**src/rtl/mem_access_ctrl_if.sv**
```systemverilog
// Data-memory bus between the MEM-stage access sequencer and the memory.
// Master issues one aligned beat per req/ack pair; slave holds ack low to insert waits.
interface mem_access_ctrl_if #(
   parameter int ADDR_W = 64,
   parameter int XLEN   = 64
);
   logic              bus_req;
   logic              bus_we;
   logic [ADDR_W-1:0] bus_addr;
   logic [XLEN-1:0]   bus_wdata;
   logic [XLEN/8-1:0] bus_wstrb;
   logic              bus_ack;
   logic [XLEN-1:0]   bus_rdata;

   modport master (
      output bus_req, bus_we, bus_addr, bus_wdata, bus_wstrb,
      input  bus_ack, bus_rdata
   );

   modport slave (
      input  bus_req, bus_we, bus_addr, bus_wdata, bus_wstrb,
      output bus_ack, bus_rdata
   );
endinterface

```
**src/rtl/mem_access_ctrl.sv**
```systemverilog
// MEM-stage sequencer: splits a load/store into one or two aligned bus beats, extends load data.
// Latency: done 2 cycles after acceptance (3 if the access crosses 8 bytes) plus one per bus wait cycle.
// Backpressure: stall held from acceptance until done; bus waits by holding bus_ack low.
module mem_access_ctrl #(
   parameter int ADDR_W = 64,
   parameter int XLEN   = 64
) (
   input  logic              clk,
   input  logic              rst_n,
   input  logic              req_valid,
   input  logic [2:0]        mem_ctrl,
   input  logic              is_store,
   input  logic [ADDR_W-1:0] addr,
   input  logic [XLEN-1:0]   wdata,
   output logic              stall,
   output logic              done,
   output logic [XLEN-1:0]   rdata,
   mem_access_ctrl_if.master bus
);
   localparam logic [2:0] MEM_BYTE       = 3'd1;
   localparam logic [2:0] MEM_BYTE_U     = 3'd2;
   localparam logic [2:0] MEM_HALFWORD   = 3'd3;
   localparam logic [2:0] MEM_HALFWORD_U = 3'd4;
   localparam logic [2:0] MEM_WORD       = 3'd5;
   localparam logic [2:0] MEM_WORD_U     = 3'd6;
   localparam logic [2:0] MEM_DWORD      = 3'd7;

   localparam logic [1:0] S_IDLE  = 2'd0;
   localparam logic [1:0] S_BEAT0 = 2'd1;
   localparam logic [1:0] S_BEAT1 = 2'd2;
   localparam logic [1:0] S_DONE  = 2'd3;

   function automatic logic [3:0] size_of(input logic [2:0] code);
      case (code)
         MEM_BYTE, MEM_BYTE_U:         size_of = 4'd1;
         MEM_HALFWORD, MEM_HALFWORD_U: size_of = 4'd2;
         MEM_WORD, MEM_WORD_U:         size_of = 4'd4;
         MEM_DWORD:                    size_of = 4'd8;
         default:                      size_of = 4'd0;
      endcase
   endfunction

   logic [1:0]      state;
   logic [2:0]      ctrl_q;
   logic            store_q;
   logic [2:0]      off_q;
   logic            cross_q;
   logic [XLEN-1:0] wdata_q;
   logic [XLEN-1:0] result_q;

   logic [3:0]  req_size;
   logic [2:0]  req_off;
   logic        req_ok;
   logic        req_cross;
   logic [15:0] req_mask;
   logic [15:0] lat_mask;
   logic [6:0]  hi_shift;

   always_comb begin
      req_size  = size_of(mem_ctrl);
      req_off   = addr[2:0];
      req_ok    = req_valid && (req_size != 4'd0);
      req_cross = ({1'b0, req_off} + req_size) > 4'd8;
      req_mask  = (16'd1 << req_size) - 16'd1;
      lat_mask  = (16'd1 << size_of(ctrl_q)) - 16'd1;
      // Second-beat lanes: bytes of the access that spilled past lane 7.
      hi_shift  = 7'd64 - {1'b0, off_q, 3'b000};
   end

   always_ff @(posedge clk or negedge rst_n) begin
      if (!rst_n) begin
         state         <= S_IDLE;
         ctrl_q        <= '0;
         store_q       <= 1'b0;
         off_q         <= '0;
         cross_q       <= 1'b0;
         wdata_q       <= '0;
         result_q      <= '0;
         bus.bus_req   <= 1'b0;
         bus.bus_we    <= 1'b0;
         bus.bus_addr  <= '0;
         bus.bus_wdata <= '0;
         bus.bus_wstrb <= '0;
      end else begin
         case (state)
            S_IDLE: begin
               if (req_ok) begin
                  ctrl_q        <= mem_ctrl;
                  store_q       <= is_store;
                  off_q         <= req_off;
                  cross_q       <= req_cross;
                  wdata_q       <= wdata;
                  bus.bus_req   <= 1'b1;
                  bus.bus_we    <= is_store;
                  bus.bus_addr  <= {addr[ADDR_W-1:3], 3'b000};
                  bus.bus_wdata <= wdata << {req_off, 3'b000};
                  bus.bus_wstrb <= 8'(req_mask << req_off);
                  state         <= S_BEAT0;
               end
            end
            S_BEAT0: begin
               if (bus.bus_ack) begin
                  result_q <= bus.bus_rdata >> {off_q, 3'b000};
                  if (cross_q) begin
                     bus.bus_addr  <= bus.bus_addr + ADDR_W'(8);
                     bus.bus_wdata <= wdata_q >> hi_shift;
                     bus.bus_wstrb <= 8'(lat_mask >> (4'd8 - {1'b0, off_q}));
                     state         <= S_BEAT1;
                  end else begin
                     bus.bus_req   <= 1'b0;
                     bus.bus_we    <= 1'b0;
                     bus.bus_wdata <= '0;
                     bus.bus_wstrb <= '0;
                     state         <= S_DONE;
                  end
               end
            end
            S_BEAT1: begin
               if (bus.bus_ack) begin
                  result_q      <= result_q | (bus.bus_rdata << hi_shift);
                  bus.bus_req   <= 1'b0;
                  bus.bus_we    <= 1'b0;
                  bus.bus_wdata <= '0;
                  bus.bus_wstrb <= '0;
                  state         <= S_DONE;
               end
            end
            default: state <= S_IDLE;
         endcase
      end
   end

   always_comb begin
      stall = ((state == S_IDLE) && req_ok) || (state == S_BEAT0) || (state == S_BEAT1);
      done  = (state == S_DONE);
      rdata = '0;
      if ((state == S_DONE) && !store_q) begin
         case (ctrl_q)
            MEM_BYTE:       rdata = {{(XLEN-8){result_q[7]}}, result_q[7:0]};
            MEM_BYTE_U:     rdata = {{(XLEN-8){1'b0}}, result_q[7:0]};
            MEM_HALFWORD:   rdata = {{(XLEN-16){result_q[15]}}, result_q[15:0]};
            MEM_HALFWORD_U: rdata = {{(XLEN-16){1'b0}}, result_q[15:0]};
            MEM_WORD:       rdata = {{(XLEN-32){result_q[31]}}, result_q[31:0]};
            MEM_WORD_U:     rdata = {{(XLEN-32){1'b0}}, result_q[31:0]};
            MEM_DWORD:      rdata = result_q;
            default:        rdata = '0;
         endcase
      end
   end
endmodule
```
**src/flat_wrapper.sv**
```systemverilog
// flat-port wrapper written by rule: the top's interface ports become plain ports
module mem_access_ctrl_flat 
#(
   parameter int ADDR_W = 64,
   parameter int XLEN   = 64
)
  (clk, rst_n, req_valid, mem_ctrl, is_store, addr, wdata, stall, done, rdata, bus_bus_req, bus_bus_we, bus_bus_addr, bus_bus_wdata, bus_bus_wstrb, bus_bus_ack, bus_bus_rdata);
  mem_access_ctrl_if #(.ADDR_W(ADDR_W), .XLEN(XLEN)) bus_i ();
  input  logic clk;
  input  logic rst_n;
  input  logic req_valid;
  input  logic [2:0] mem_ctrl;
  input  logic is_store;
  input  logic [ADDR_W-1:0] addr;
  input  logic [XLEN-1:0] wdata;
  output logic stall;
  output logic done;
  output logic [XLEN-1:0] rdata;
  output wire logic [$bits(bus_i.bus_req)-1:0] bus_bus_req;
  output wire logic [$bits(bus_i.bus_we)-1:0] bus_bus_we;
  output wire logic [$bits(bus_i.bus_addr)-1:0] bus_bus_addr;
  output wire logic [$bits(bus_i.bus_wdata)-1:0] bus_bus_wdata;
  output wire logic [$bits(bus_i.bus_wstrb)-1:0] bus_bus_wstrb;
  input wire logic [$bits(bus_i.bus_ack)-1:0] bus_bus_ack;
  input wire logic [$bits(bus_i.bus_rdata)-1:0] bus_bus_rdata;
  assign bus_bus_req = bus_i.bus_req;
  assign bus_bus_we = bus_i.bus_we;
  assign bus_bus_addr = bus_i.bus_addr;
  assign bus_bus_wdata = bus_i.bus_wdata;
  assign bus_bus_wstrb = bus_i.bus_wstrb;
  assign bus_i.bus_ack = bus_bus_ack;
  assign bus_i.bus_rdata = bus_bus_rdata;
  mem_access_ctrl #(.ADDR_W(ADDR_W), .XLEN(XLEN)) u_core (.clk(clk), .rst_n(rst_n), .req_valid(req_valid), .mem_ctrl(mem_ctrl), .is_store(is_store), .addr(addr), .wdata(wdata), .stall(stall), .done(done), .rdata(rdata), .bus(bus_i));
endmodule
```
**config.mk**
```make
export PLATFORM = sky130hd
export DESIGN_NAME = mem_access_ctrl_flat
export DESIGN_NICKNAME = d
export VERILOG_FILES = /design/src/rtl/mem_access_ctrl_if.sv /design/src/rtl/mem_access_ctrl.sv /design/src/flat_wrapper.sv
export SDC_FILE = /design/constraint.sdc
export NUM_CORES = 1
export LEC_CHECK = 0
export ABC_CLOCK_PERIOD_IN_PS = 2750
export BUFFER_PORTS_ARGS = -buffer_cell sky130_fd_sc_hd__buf_2
export CAP_MARGIN = 20
export CORE_UTILIZATION = 51
export DETAILED_ROUTE_END_ITERATION = 8
export PLACE_DENSITY = 0.78
export SLEW_MARGIN = 20
export SYNTH_ARGS = -nofsm -noshare
export SYNTH_HDL_FRONTEND = slang
export SYNTH_SLANG_ARGS = --single-unit
```
**constraint.sdc**
```tcl
create_clock -name clk -period 2.75 [get_ports clk]
set_clock_uncertainty 0.15 [all_clocks]
set_input_delay 0.1375 -clock clk [delete_from_list [all_inputs] [get_ports clk]]
set_output_delay 0.1375 -clock clk [all_outputs]
set_load 0.02 [all_outputs]
```
==> out/metrics.yaml, run 1 <==
drt_iter0_drc: 2661
dp.cells: 3090
portBuffers: 400
synthSimpleGateAreaFrac_pct: 14.3
ys_seq_area_share_pct: 33.5
rr_endpoint: "u_core.result_q[31]"
post_drt_wl_per_cell_microns: 25.5
die_h_microns: 202
ant_nets: 0
avgSynthCellArea_sq_um: 9.12
critPathRequiredTime_ns: 2.46
overflow: 0
post-cts-setup-buffers: 0
cts_tree: "done"
ys_ff_latch: 273
synth-async-reset-ratio_pct: 100
area_growth_pct: 30.3
crit_type: "register to output pin"
p_leak_nw: 11.4
cts-root-buf: "clkbuf_16"
num_io_pins: 404
synth_cells: 2238
reg2reg_from: "u_core.off_q[1]"
synth-compound-area-share_pct: 22.5
grt_pass1_wl_mm: 129
hold_class: "primary input to async pin"
hpwl_mm: 59.1
r2r_cells: 6
core-area_sq_um: 39000
drive_gt1_share_pct: 29.0
antenna_found_initial: 8
cp.arrival_ns: 2.38
final-max-slew-violation-count: 0
synth_cell_types: 85
outcome: "complete, no violations"
cts_num_sinks: 273
grt_use_total_pct: 40.7
fin_area_sq_um: 26600
r2r_setup_slack_ns: 0.10
nets: 3014
synth-xor-area-share_pct: 0.386
grt_max_degree: 101
drc: 0
synth_edf_count: 0
instances_no_fill: 3351
synthFlopType: "dfrtp_1"
synth_fa_ha_area_share_pct: 0.871
irDropWorstVdd_v: 0.000777
die_w_microns: 202
yosysTopAreaCellShare_pct: 33.5
worst_pin_slew_ns: 0.807
start_kind: "register"
holdWs_ns: 0.0125
cp_max_fo: 17
synth_area_leaders: "dfrtp_1 (33%), mux4_2 (9.6%), mux2i_1 (8.3%)"
path_clk_slew_ns: 0.06
syn_area_sq_um: 20400
period_share_pct: 96.9
grt_pass1_vias: 21500
cts_buffers: 31
finalCriticalPeriod_ns: 2.66
synth_top_area_cell: "dfrtp_1"
relSlewSlack_pct: 46.0
hold_viol_final: 0
power-per-cell-area_nw_per_um2: 1310
firstDrtPassIters: 9
dieArea_sq_um: 40800
power_w: 0.0347
yosysMostFrequentCell: "dfrtp_1"
fmax_mhz: 375
final_core_util_pct: 68.2
max-clock-path-buffers: 3
finalSetupViolCount: 0
wl_mm: 85.6
htree_levels: 1
gp_congestion: 1.00
synth.top_cells.by_count: "dfrtp_1 (273), a21oi_1 (264), nand2_1 (247)"
via_per_inst: 6.68
ys_warn_count: 0
via_count: 22400
place_area_sq_um: 23500
clock_latency_ns: 0.60
cap_violations: 0
row_count: 72
synth_mux_area_share_pct: 23.6
start_util_pct: 52.3
synth_top_family_by_area: "multiplexers"
cp-end-kind: "output pin"
## critical path, stage by stage (launching register included)
cell and delay (ns):
dfrtp_2 0.45, buf_4 0.18, nand2b_1 0.13, a21o_1 0.13, and2_4 0.33, buf_4 0.28
a21oi_1 0.10, buf_2 0.17
## sequential cells by signal, summed over array words and instances (netlist names), 2 cells and up
| name | count |
|---|---|
| u_core.off_q | 3 |
| u_core.bus.bus_wstrb | 8 |
| u_core.bus.bus_addr | 61 |
| u_core.result_q | 64 |
| u_core.ctrl_q | 3 |
| u_core.bus.bus_wdata | 64 |
| u_core.state | 2 |
| u_core.wdata_q | 64 |
## metrics by stage
stage	setup TNS (ns)	setup WS, ns
finish	0	0.0864
global route	-0.000882	-0.000882
CTS	0	0.0552
detailed placement	0	0.0904
global placement	0	0.0115
floorplan	-0.00914	-0.00456
## power by group
group          switching (W)  internal, W  leakage (nW)  total [W]
Sequential           0.00235      0.00617          3.20    0.00851
Combinational         0.0130      0.00876          7.74     0.0218
Clock                0.00189      0.00258         0.509    0.00447
Total                 0.0172       0.0175          11.4     0.0347
## cell usage in the layout, fill, tap and decap left out, types with 9 or more instances in the layout
cell type,instances
a211oi_1,46
a21o_1,12
a21oi_1,264
a221oi_1,18
a222oi_1,17
a22oi_1,54
a2bb2oi_1,14
a31oi_1,20
and2_1,14
buf_12,21
buf_2,398
buf_4,109
clkbuf_16,31
dfrtp_1,269
dlygate4sd3_1,196
ha_1,9
inv_1,26
mux2_2,101
mux2i_1,169
mux4_2,87
nand2_1,246
nand2b_1,18
nand3_1,33
nand4_1,20
nor2_1,194
nor2b_1,14
nor3_1,25
nor4_1,9
o21a_1,16
o21ai_0,138
o21ai_1,13
o22ai_1,12
o31a_1,17
## routing by layer
metal / track usage (%) / wire length, microns / up-vias
li1: - / - / 9564
met1: 51.6 / 31100 / 10800
met2: 64.3 / 39400 / 1673
met3: 8.61 / 9480 / 353
met4: 23.5 / 5690 / 2
met5: 0 / 13 / -
## cell type report
type	count	area [sq um]
antenna	8	20.0
clock buffer	40	860
clock inverter	16	204
fill	3066	12400
inverter	27	101
multi-input combinational	1741	12700
sequential	273	6840
tap	518	648
timing repair buffer	728	5260
## kinds of logic (layout without fill, tap and decap cells)
kind of cell | Yosys count | in the layout
buffers and inverters | 227 | 811
xor gates and xnor gates | 9 | 9
adders and majority gates | 14 | 14
other | 1 | 11
and+or+nand+nor | 633 | 634
muxes | 359 | 359
AOI/OAI and AO/OA | 722 | 722
DFF | 273 | 273
## worst max path at each step
stage	depth (start not counted)	endpoint	start
floorplan	10	u_core.bus.bus_wdata[28]	u_core.off_q[1]
global placement	9	u_core.bus.bus_addr[18]	u_core.state[1]
detailed placement	11	u_core.bus.bus_addr[32]	u_core.state[1]
CTS	6	rdata[46]	u_core.ctrl_q[1]
global route	10	u_core.bus.bus_addr[52]	u_core.state[1]
finish	7	rdata[45]	u_core.ctrl_q[0]
## repair_timing
item                                    CTS  global route
gates cloned                              0             1
resized for setup                         2            13
pin swaps                                 0             2
endpoints found under the setup margin   32            41
endpoints found under the hold margin   478             0
hold buffers                            196             0
Note: power is estimated with default switching activity, not from simulation.
==> run 2, diff against run 1 <==
Settings changed: CTS_BUF_LIST from default to sky130_fd_sc_hd__clkbuf_16.
==> run 2 against run 1 <==
Against the previous run: the flow now finishes with violations (hold timing); worst setup slack is essentially flat; worst hold slack got worse by 0.024 ns; via count is 0.42% lower; fmax is essentially flat; critical path depth is the same; highest routed layer unchanged; critical endpoint unchanged; non-clock buffer count did not move; total power down 0.38%.
==> out/metrics.yaml, run 2 (synthesis results as in run 1) <==
outcome: "complete, but fails checks"
violations: "hold timing"
fmax_mhz: 375  # about the same
post_drt_wl_per_cell_microns: 25.6  # +0.15%
wl_mm: 85.7  # about the same
cts_buffers: 31  # unchanged
critPathRequiredTime_ns: 2.46  # about the same
row_count: 72  # unchanged
path_clk_slew_ns: 0.06  # about the same
power-per-cell-area_nw_per_um2: 1300  # -0.17%
holdWs_ns: -0.0119  # -0.0244 ns
num_io_pins: 404  # unchanged
start_util_pct: 52.3  # unchanged
antenna_found_initial: 7  # -1
cp.arrival_ns: 2.38  # about the same
max-clock-path-buffers: 3  # unchanged
rsz0062_at_grt: "no"
area_growth_pct: 30.0
die_h_microns: 202  # unchanged
drive_gt1_share_pct: 28.8  # -0.18 points
core-area_sq_um: 39000  # unchanged
via_per_inst: 6.66  # -0.36%
fillers: 3073  # +0.23%
irDropWorstVdd_v: 0.000761  # -2.0%
grt_max_degree: 101  # unchanged
grt_pass1_wl_mm: 129  # +0.13%
instances_no_fill: 3349  # -0.060%
setup_slack_ns: 0.0866  # +0.000181 ns
dp.cells: 3090  # unchanged
cts_num_sinks: 273  # unchanged
cap_violations: 0  # unchanged
grt_pass1_vias: 21500  # -0.17%
mostFrequentLayoutCells: "buf_2 (398), dfrtp_1 (269), a21oi_1 (264), nand2_1 (246), dlygate4sd3_1 (196)"
gp_congestion: 1.00  # unchanged
drc: 0  # unchanged
ant_nets: 0  # unchanged
p_leak_nw: 11.4  # -0.10%
relSlewSlack_pct: 47.7  # +1.7 points
worst_pin_slew_ns: 0.781  # -0.0258 ns
htree_levels: 1  # unchanged
via_count: 22300  # -0.42%
cts-root-buf: "clkbuf_16"
reg_top3: "u_core.bus.bus_wdata: 64 flops, u_core.result_q: 64 flops, u_core.wdata_q: 64 flops"
drt_iter0_drc: 2703  # +1.6%
hpwl_mm: 59.1  # unchanged
start_kind: "register"
overflow: 0  # unchanged
final-max-slew-violation-count: 0  # unchanged
mostFrequentLayoutCell: "buf_2"
clock_latency_ns: 0.60  # about the same
grt_use_total_pct: 40.8  # +0.081 points
dpl_worst_slack_ns: 0.0904  # unchanged
portBuffers: 400  # unchanged
cp-end-kind: "output pin"
dieArea_sq_um: 40800  # unchanged
firstDrtPassIters: 6  # -3
cts_tree: "done"
hold_class: "primary input to async pin"
finalCriticalPeriod_ns: 2.66  # -0.000180 ns
post-cts-setup-buffers: 0  # unchanged
crit_type: "register to output pin"
die_w_microns: 202  # unchanged
hold_viol_final: 12  # +12
cp_max_fo: 17  # unchanged
finalSetupViolCount: 0  # unchanged
nets: 3014  # unchanged
period_share_pct: 96.9  # about the same
run 2: cell count changes in the layout (fill, tap and decap cells not counted):
| cell | before | now |
|---|---|---|
| diode_2 | 8 | 6 |
| clkbuf_8 | 5 | 0 |
| clkbuf_1 | 4 | 0 |
| inv_1 | 26 | 30 |
| clkinv_1 | 0 | 5 |
run 2: per-layer routing:
layer | vias up | global-route usage [%] | wire [microns]
met4 | 2 | 23.1 | 5610
met3 | 351 | 8.53 | 9750
met1 | 10700 | 52.0 | 30900
li1 | 9572 | - | -
met2 | 1665 | 64.4 | 39400
met5 | - | 0 | 13
run 2: repair_timing:
| action | CTS | global route |
|---|---|---|
| pin swaps | 0 | 2 |
| hold buffers | 196 | 0 |
| cloned | 0 | 1 |
| endpoints found under the hold margin | 478 | 0 |
| setup endpoints to repair | 32 | 43 |
| gates resized for setup | 2 | 13 |
run 2: final cells by class:
class,count,area (sq um),area share (%)
clock inverters,25,238,0.896
multi-input cells,1741,12700,47.7
clock buffers,31,776,2.92
flip-flops and latches,273,6840,25.8
diodes,6,15.0,0.0566
inverters,27,101,0.382
well taps,518,648,2.44
repair buffers,728,5260,19.8
run 2: per-stage QoR:
step	instance area [sq um]	power (W)	util [%]	setup TNS, ns
2_1_floorplan	20400	0.0220	-	-0.00914
3_3_place_gp	23500	0.0286	60.1	0
3_5_place_dp	23500	0.0292	60.2	0
4_1_cts	26500	0.0338	67.8	0
5_1_grt	26500	0.0363	68.0	0
6_report	26500	0.0346	68.0	0
run 2: power breakdown:
| group | internal, W | total [W] | switching, W | leakage, nW |
|---|---|---|---|---|
| Clock | 0.00242 | 0.00431 | 0.00189 | 0.497 |
| Combinational | 0.00876 | 0.0218 | 0.0130 | 7.74 |
| Sequential | 0.00617 | 0.00851 | 0.00235 | 3.20 |
run 2: final timing paths:
path	end	startpoint	slack, ns	cells after the start
max in group asynchronous	u_core.wdata_q[44]	rst_n	1.62	3
setup / recovery	rdata[45]	u_core.ctrl_q[0]	0.09	7
min in group clk	u_core.result_q[11]	bus_bus_rdata[27]	0.04	4
hold reg to reg	u_core.bus.bus_wdata[42]	u_core.bus.bus_wdata[42]	0.34	1
setup reg to reg	u_core.result_q[31]	u_core.off_q[1]	0.10	6
hold / removal	u_core.bus.bus_addr[19]	rst_n	-0.01	2
run 2: worst max-delay path, cell delays in order, from the launching register on:
cell	delay (ns)
dfrtp_2	0.45
buf_4	0.18
nand2b_1	0.13
a21o_1	0.13
and2_4	0.33
buf_4	0.28
a21oi_1	0.10
buf_2	0.17
